### config.mk
export PLATFORM = sky130hd
export DESIGN_NAME = apb_read_bank
export DESIGN_NICKNAME = d
export VERILOG_FILES = /design/src/rtl/apb_read_bank.sv
export SDC_FILE = /design/constraint.sdc
export NUM_CORES = 1
export LEC_CHECK = 0
export ABC_AREA = 1
export ABC_CLOCK_PERIOD_IN_PS = 1700
export BUFFER_PORTS_ARGS = -buffer_cell sky130_fd_sc_hd__buf_2
export CORE_ASPECT_RATIO = 0.8
export CORE_MARGIN = 5
export CORE_UTILIZATION = 35
export DETAILED_ROUTE_END_ITERATION = 12
export PLACE_DENSITY = 0.63
export RECOVER_POWER = 50
export SETUP_SLACK_MARGIN = 0.5
export SKIP_LAST_GASP = 1
export SLEW_MARGIN = 25
export SYNTH_ARGS = -nofsm -noshare
export SYNTH_HDL_FRONTEND = slang
export SYNTH_SLANG_ARGS = --single-unit
### constraint.sdc
create_clock -name pclk -period 1.7 [get_ports pclk]
set_clock_uncertainty 0.2 [all_clocks]
set_input_delay 0.255 -clock pclk [delete_from_list [all_inputs] [get_ports pclk]]
set_output_delay 0.255 -clock pclk [all_outputs]
set_load 0.05 [all_outputs]
### src/rtl/apb_read_bank.sv
// apb_read_bank: APB slave that returns a snapshot of one of NUM_CH channel
// words per read, with WAIT_CYC wait states before pready.
//
// Parameters:
//   DATA_W   - width of each channel word and of prdata
//   NUM_CH   - number of readable channels (2..64)
//   WAIT_CYC - wait states inserted before pready (0..15)
//   ADDR_W   - word-index address width, derived from NUM_CH
//
// Ports:
//   pclk, preset_n - clock (rising edge) and asynchronous active-low reset
//   psel, penable, pwrite, paddr - APB request
//   ch_data  - flattened channel words, channel i at [i*DATA_W +: DATA_W]
//   pready, prdata, pslverr - APB response
//
// pready/prdata/pslverr are combinational from the FSM state, the captured
// flags and psel/penable, as the APB handshake requires.
//
// Optional feature macro: APB_READ_BANK_PSLVERR_EN
//   defined   - pslverr asserts with pready for writes and out-of-range reads
//   undefined - pslverr tied to 0; those transfers complete silently
module apb_read_bank #(
    parameter int unsigned DATA_W   = 8,
    parameter int unsigned NUM_CH   = 4,
    parameter int unsigned WAIT_CYC = 0,
    parameter int unsigned ADDR_W   = (NUM_CH <= 2) ? 1 : $clog2(NUM_CH)
) (
    input  logic                     pclk,
    input  logic                     preset_n,
    input  logic                     psel,
    input  logic                     penable,
    input  logic                     pwrite,
    input  logic [ADDR_W-1:0]        paddr,
    input  logic [NUM_CH*DATA_W-1:0] ch_data,
    output logic                     pready,
    output logic [DATA_W-1:0]        prdata,
    output logic                     pslverr
);

    localparam int unsigned CNT_W = 4;

    typedef enum logic {
        S_IDLE   = 1'b0,
        S_ACCESS = 1'b1
    } state_t;

    state_t              state;
    state_t              state_nxt;
    logic [CNT_W-1:0]    cnt;
    logic [DATA_W-1:0]   hold;
    logic                dir_wr;
    logic                err;

    logic                setup_c;
    logic                done_c;
    logic                abort_c;
    logic                oor_c;
    logic [DATA_W-1:0]   word_c;

    // Setup phase seen in IDLE; psel&penable in IDLE is a protocol error and ignored.
    assign setup_c = (state == S_IDLE) && psel && !penable;
    assign done_c  = (state == S_ACCESS) && psel && penable && (cnt == '0);
    assign abort_c = (state == S_ACCESS) && !psel;
    assign oor_c   = 32'(paddr) >= NUM_CH;

    // Channel word mux; indices beyond NUM_CH fall through to zero.
    always_comb begin
        word_c = '0;
        for (int unsigned i = 0; i < NUM_CH; i++) begin
            if (32'(paddr) == i) begin
                word_c = ch_data[i*DATA_W +: DATA_W];
            end
        end
    end

    // State register.
    always_ff @(posedge pclk or negedge preset_n) begin
        if (!preset_n) begin
            state <= S_IDLE;
        end else begin
            state <= state_nxt;
        end
    end

    // Next-state logic.
    always_comb begin
        state_nxt = state;
        case (state)
            S_IDLE: begin
                if (setup_c) begin
                    state_nxt = S_ACCESS;
                end
            end
            S_ACCESS: begin
                if (abort_c || done_c) begin
                    state_nxt = S_IDLE;
                end
            end
            default: state_nxt = S_IDLE;
        endcase
    end

    // Snapshot, direction/error flags and wait counter; all discarded on exit from ACCESS.
    always_ff @(posedge pclk or negedge preset_n) begin
        if (!preset_n) begin
            cnt    <= '0;
            hold   <= '0;
            dir_wr <= 1'b0;
            err    <= 1'b0;
        end else if (setup_c) begin
            cnt    <= CNT_W'(WAIT_CYC);
            hold   <= oor_c ? '0 : word_c;
            dir_wr <= pwrite;
            err    <= oor_c;
        end else if (abort_c || done_c) begin
            cnt    <= '0;
            hold   <= '0;
            dir_wr <= 1'b0;
            err    <= 1'b0;
        end else if ((state == S_ACCESS) && (cnt != '0)) begin
            cnt    <= cnt - CNT_W'(1);
        end
    end

    // Response outputs.
    always_comb begin
        pready  = 1'b0;
        prdata  = '0;
        pslverr = 1'b0;
        if (done_c) begin
            pready = 1'b1;
            if (!dir_wr && !err) begin
                prdata = hold;
            end
`ifdef APB_READ_BANK_PSLVERR_EN
            pslverr = dir_wr || err;
`else
            pslverr = 1'b0;
`endif
        end
    end

endmodule

==> flow_metrics.py <==
metrics = {
    "clock_tree": {
        "clk_pin_slew_ns": 0.06,
        "clk_latency_ns": 0.25,
        "tritoncts": "yes",
        "clkSinkCount": 14,
        "cts_max_level": 1,
        "cts_root_buf": "clkbuf_8",
        "clock_path_buffers": 2,
        "numCtsBuffers": 3,
    },
    "run": {
        "cap_violations": 0,
    },
    "grt": {
        "grt_max_degree": 15,
        "antenna_found_initial": 0,
        "grt_overflow": 0,
        "grt.total_usage_pct": 15.04,
        "grt_pass1_wl_um": 4968,
        "grt_pass1_vias": 1144,
    },
    "place": {
        "pre_cts_ws_ns": -0.03868,
        "place_area_mm2": 0.001453,
        "gp_congestion": 0.7508,
        "dp_cells": 255,
        "io_buffer_count": 47,
        "dp_hpwl_um": 2362,
    },
    "worst_setup_path": {
        "crit_path_frequent_cell": "nor2_4",
        "critical_path_peak_fanout": 9,
        "crit_chain": "inv_2, ha_4, nand2_4, nor2_4, inv_6, nor2_4, buf_6",
        "cp.arrival_ns": 1.43,
        "critPathKind": "reg2out",
        "max_stage_delay_ns": 0.38,
        "crit_path_end_kind": "output pin",
        "crit_path_top_delay_cell": "dfrtp_1",
        "crit_required_ns": 1.24,
        "critPathLaunchType": "flip-flop",
    },
    "timing": {
        "grt_setup_unrepaired": "yes",
        "whs_ns": 0.01394,
        "period_minus_slack_ns": 1.885,
        "relSlewSlack_pct": 48.78,
        "finalHoldViolations": 0,
        "fmax_mhz": 530.4,
        "finalSetupViolCount": 9,
        "layout_setup_ws_ns": -0.1853,
        "fin_crit_sh_pct": 110.9,
        "tightest_slew_ns": 0.7683,
        "drv_slew": 0,
        "tns_ns": -1.492,
    },
    "synth": {
        "synth-seq-area-share_pct": 33.14,
        "syn_inst": 166,
        "syn-num-nets": 206,
        "synth_warnings": 0,
        "ys_types": 21,
        "ys_ff_latch": 14,
        "syn_avg_cell_area_um2": 6.369,
        "syn_area_mm2": 0.001057,
    },
    "power": {
        "ir_drop_mv": 0.6347,
        "power_leakage_nw": 0.8916,
        "power.internal_mw": 1.009,
        "switching_share_pct": 38.36,
        "power_frac_clock_pct": 20.3,
        "power.net_switching_mw": 0.6279,
        "fin_total_pwr_mw": 1.637,
        "p_comb_share_pct": 51.2,
        "seqPwrFrac_pct": 28.5,
        "pwr_density_cell_mw_per_mm2": 1010,
    },
    "die": {
        "die_w_um": 71.45,
        "io-pin-count": 49,
        "fp-row-count": 17,
        "core_mm2": 0.002829,
        "die-height_um": 59.16,
        "die_area_mm2": 0.004227,
        "start_util_pct": 37.37,
    },
    "detailed_routing": {
        "remaining_drc_errors": 0,
        "wl_um": 2874,
        "detail_route.wl_per_cell_um": 10.89,
        "drtIter0Drc": 34,
        "ant_nets": 0,
        "firstDrtPassIters": 4,
        "viasPerCell": 4.485,
        "vias": 1184,
    },
    "cells_and_area": {
        "stdcell_count": 264,
        "nets": 267,
        "area_growth_pct": 53.25,
        "stdcell_area_mm2": 0.001620,
        "drive_gt1_share_pct": 40.27,
        "antenna_cells": 0,
        "fin_util_pct": 57.28,
    },
    "run_status": {
        "status": "complete, but fails checks",
        "violations": "negative setup slack",
    },
    "min_path": {
        "min-delay-path-class": "in2reg",
    },
}
==> final cells by class <==
| type | count | area (µm²) |
|---|---|---|
| Clock buffer | 4 | 55.05 |
| Sequential cell | 14 | 350.3 |
| Timing Repair Buffer | 62 | 415.4 |
| Tap cell | 38 | 47.55 |
| Fill cell | 283 | 1209 |
| Multi-Input combinational cell | 133 | 698.2 |
| Inverter | 13 | 53.80 |
==> metal layers <==
| layer | wire length (µm) | GRT usage, % | up-vias |
|---|---|---|---|
| li1 | - | - | 631 |
| met1 | 1240 | 17.40 | 520 |
| met2 | 1395 | 26.44 | 28 |
| met3 | 204 | 4.915 | 5 |
| met4 | 34 | 4.826 | 0 |
| met5 | 0 | 0 | - |
==> cells by family after synthesis <==
family | after synthesis | synth area share [%]
other cells | 1 | 0.3547
simple gates | 123 | 52.31
compound gates | 8 | 3.905
flops | 14 | 33.14
fa+ha+maj | 1 | 1.183
buf+inv | 19 | 9.111
==> timing repair <==
| action | 4_1_cts | 5_1_grt |
|---|---|---|
| endpoints found under the setup margin | 23 | 23 |
| setup buffers | 3 | 0 |
| pin swaps | 2 | 0 |
| gates resized for setup | 21 | 1 |
| hold endpoints to repair | 15 | 0 |
| hold buffers | 2 | 0 |
==> sequential cells by signal (all words and copies together) (netlist names) <==
name / flops
dir_wr: 1
hold: 8
cnt: 4
state: 1
==> worst max-delay path: cells and delay by family, from the launching register on <==
family / cells / cell delay [ns]
flip-flops: 1 / 0.38
AND/OR/NAND/NOR: 3 / 0.30
adder cells (fa/ha/maj): 1 / 0.15
buffers and inverters: 3 / 0.35
==> cell usage in the layout (no fill, tap or decap), types with 2 or more instances in the layout <==
cell,n
buf_8,2
inv_1,10
nor2_1,23
inv_2,2
nor2_4,10
nand4_1,3
dlygate4sd3_1,2
nand2_2,4
buf_6,7
or2_2,6
buf_4,13
buf_2,37
o21ai_0,6
clkbuf_8,4
nand2_4,3
nand3_1,13
nand2_1,59
dfrtp_1,14
==> power groups by stage <==
stage | Sequential [mW] | Clock [mW] | Combinational [mW]
final | 0.466 | 0.332 | 0.839
after global routing | 0.478 | 0.361 | 0.937
after CTS | 0.467 | 0.342 | 0.848
after detailed placement | 0.473 | 0 | 0.779
after global placement | 0.470 | 0 | 0.744
after floorplan | 0.472 | 0 | 0.504
==> synth_stat cells (all sizes together) <==
cell    count  share of area, %
ha          1               1.2
nand2      66                25
nand4       3               1.8
dfrtp      14                33
o21ai       6               2.8
nand3      13               6.2
nor2       33                13
buf         6               4.5
a21oi       1              0.47
nand3b      2               2.6
inv        13               4.6
or2         6               3.6
a31oi       1              0.59
conb        1              0.35
==> final timing paths <==
kind,from,to,slack (ns),depth (start not counted)
setup / recovery,cnt[1]$_DFFE_PN0P_,prdata[0],-0.19,7
hold reg to reg,hold[2]$_DFFE_PN0P_,hold[2]$_DFFE_PN0P_,0.28,2
max in group asynchronous,preset_n,cnt[2]$_DFFE_PN0P_,0.43,2
hold / removal,pwrite,dir_wr$_DFFE_PN0P_,0.01,3
min in group asynchronous,preset_n,state$_DFF_PN0_,0.39,2
setup reg to reg,cnt[1]$_DFFE_PN0P_,hold[3]$_DFFE_PN0P_,0.11,9
(Power assumes the default switching activity.)
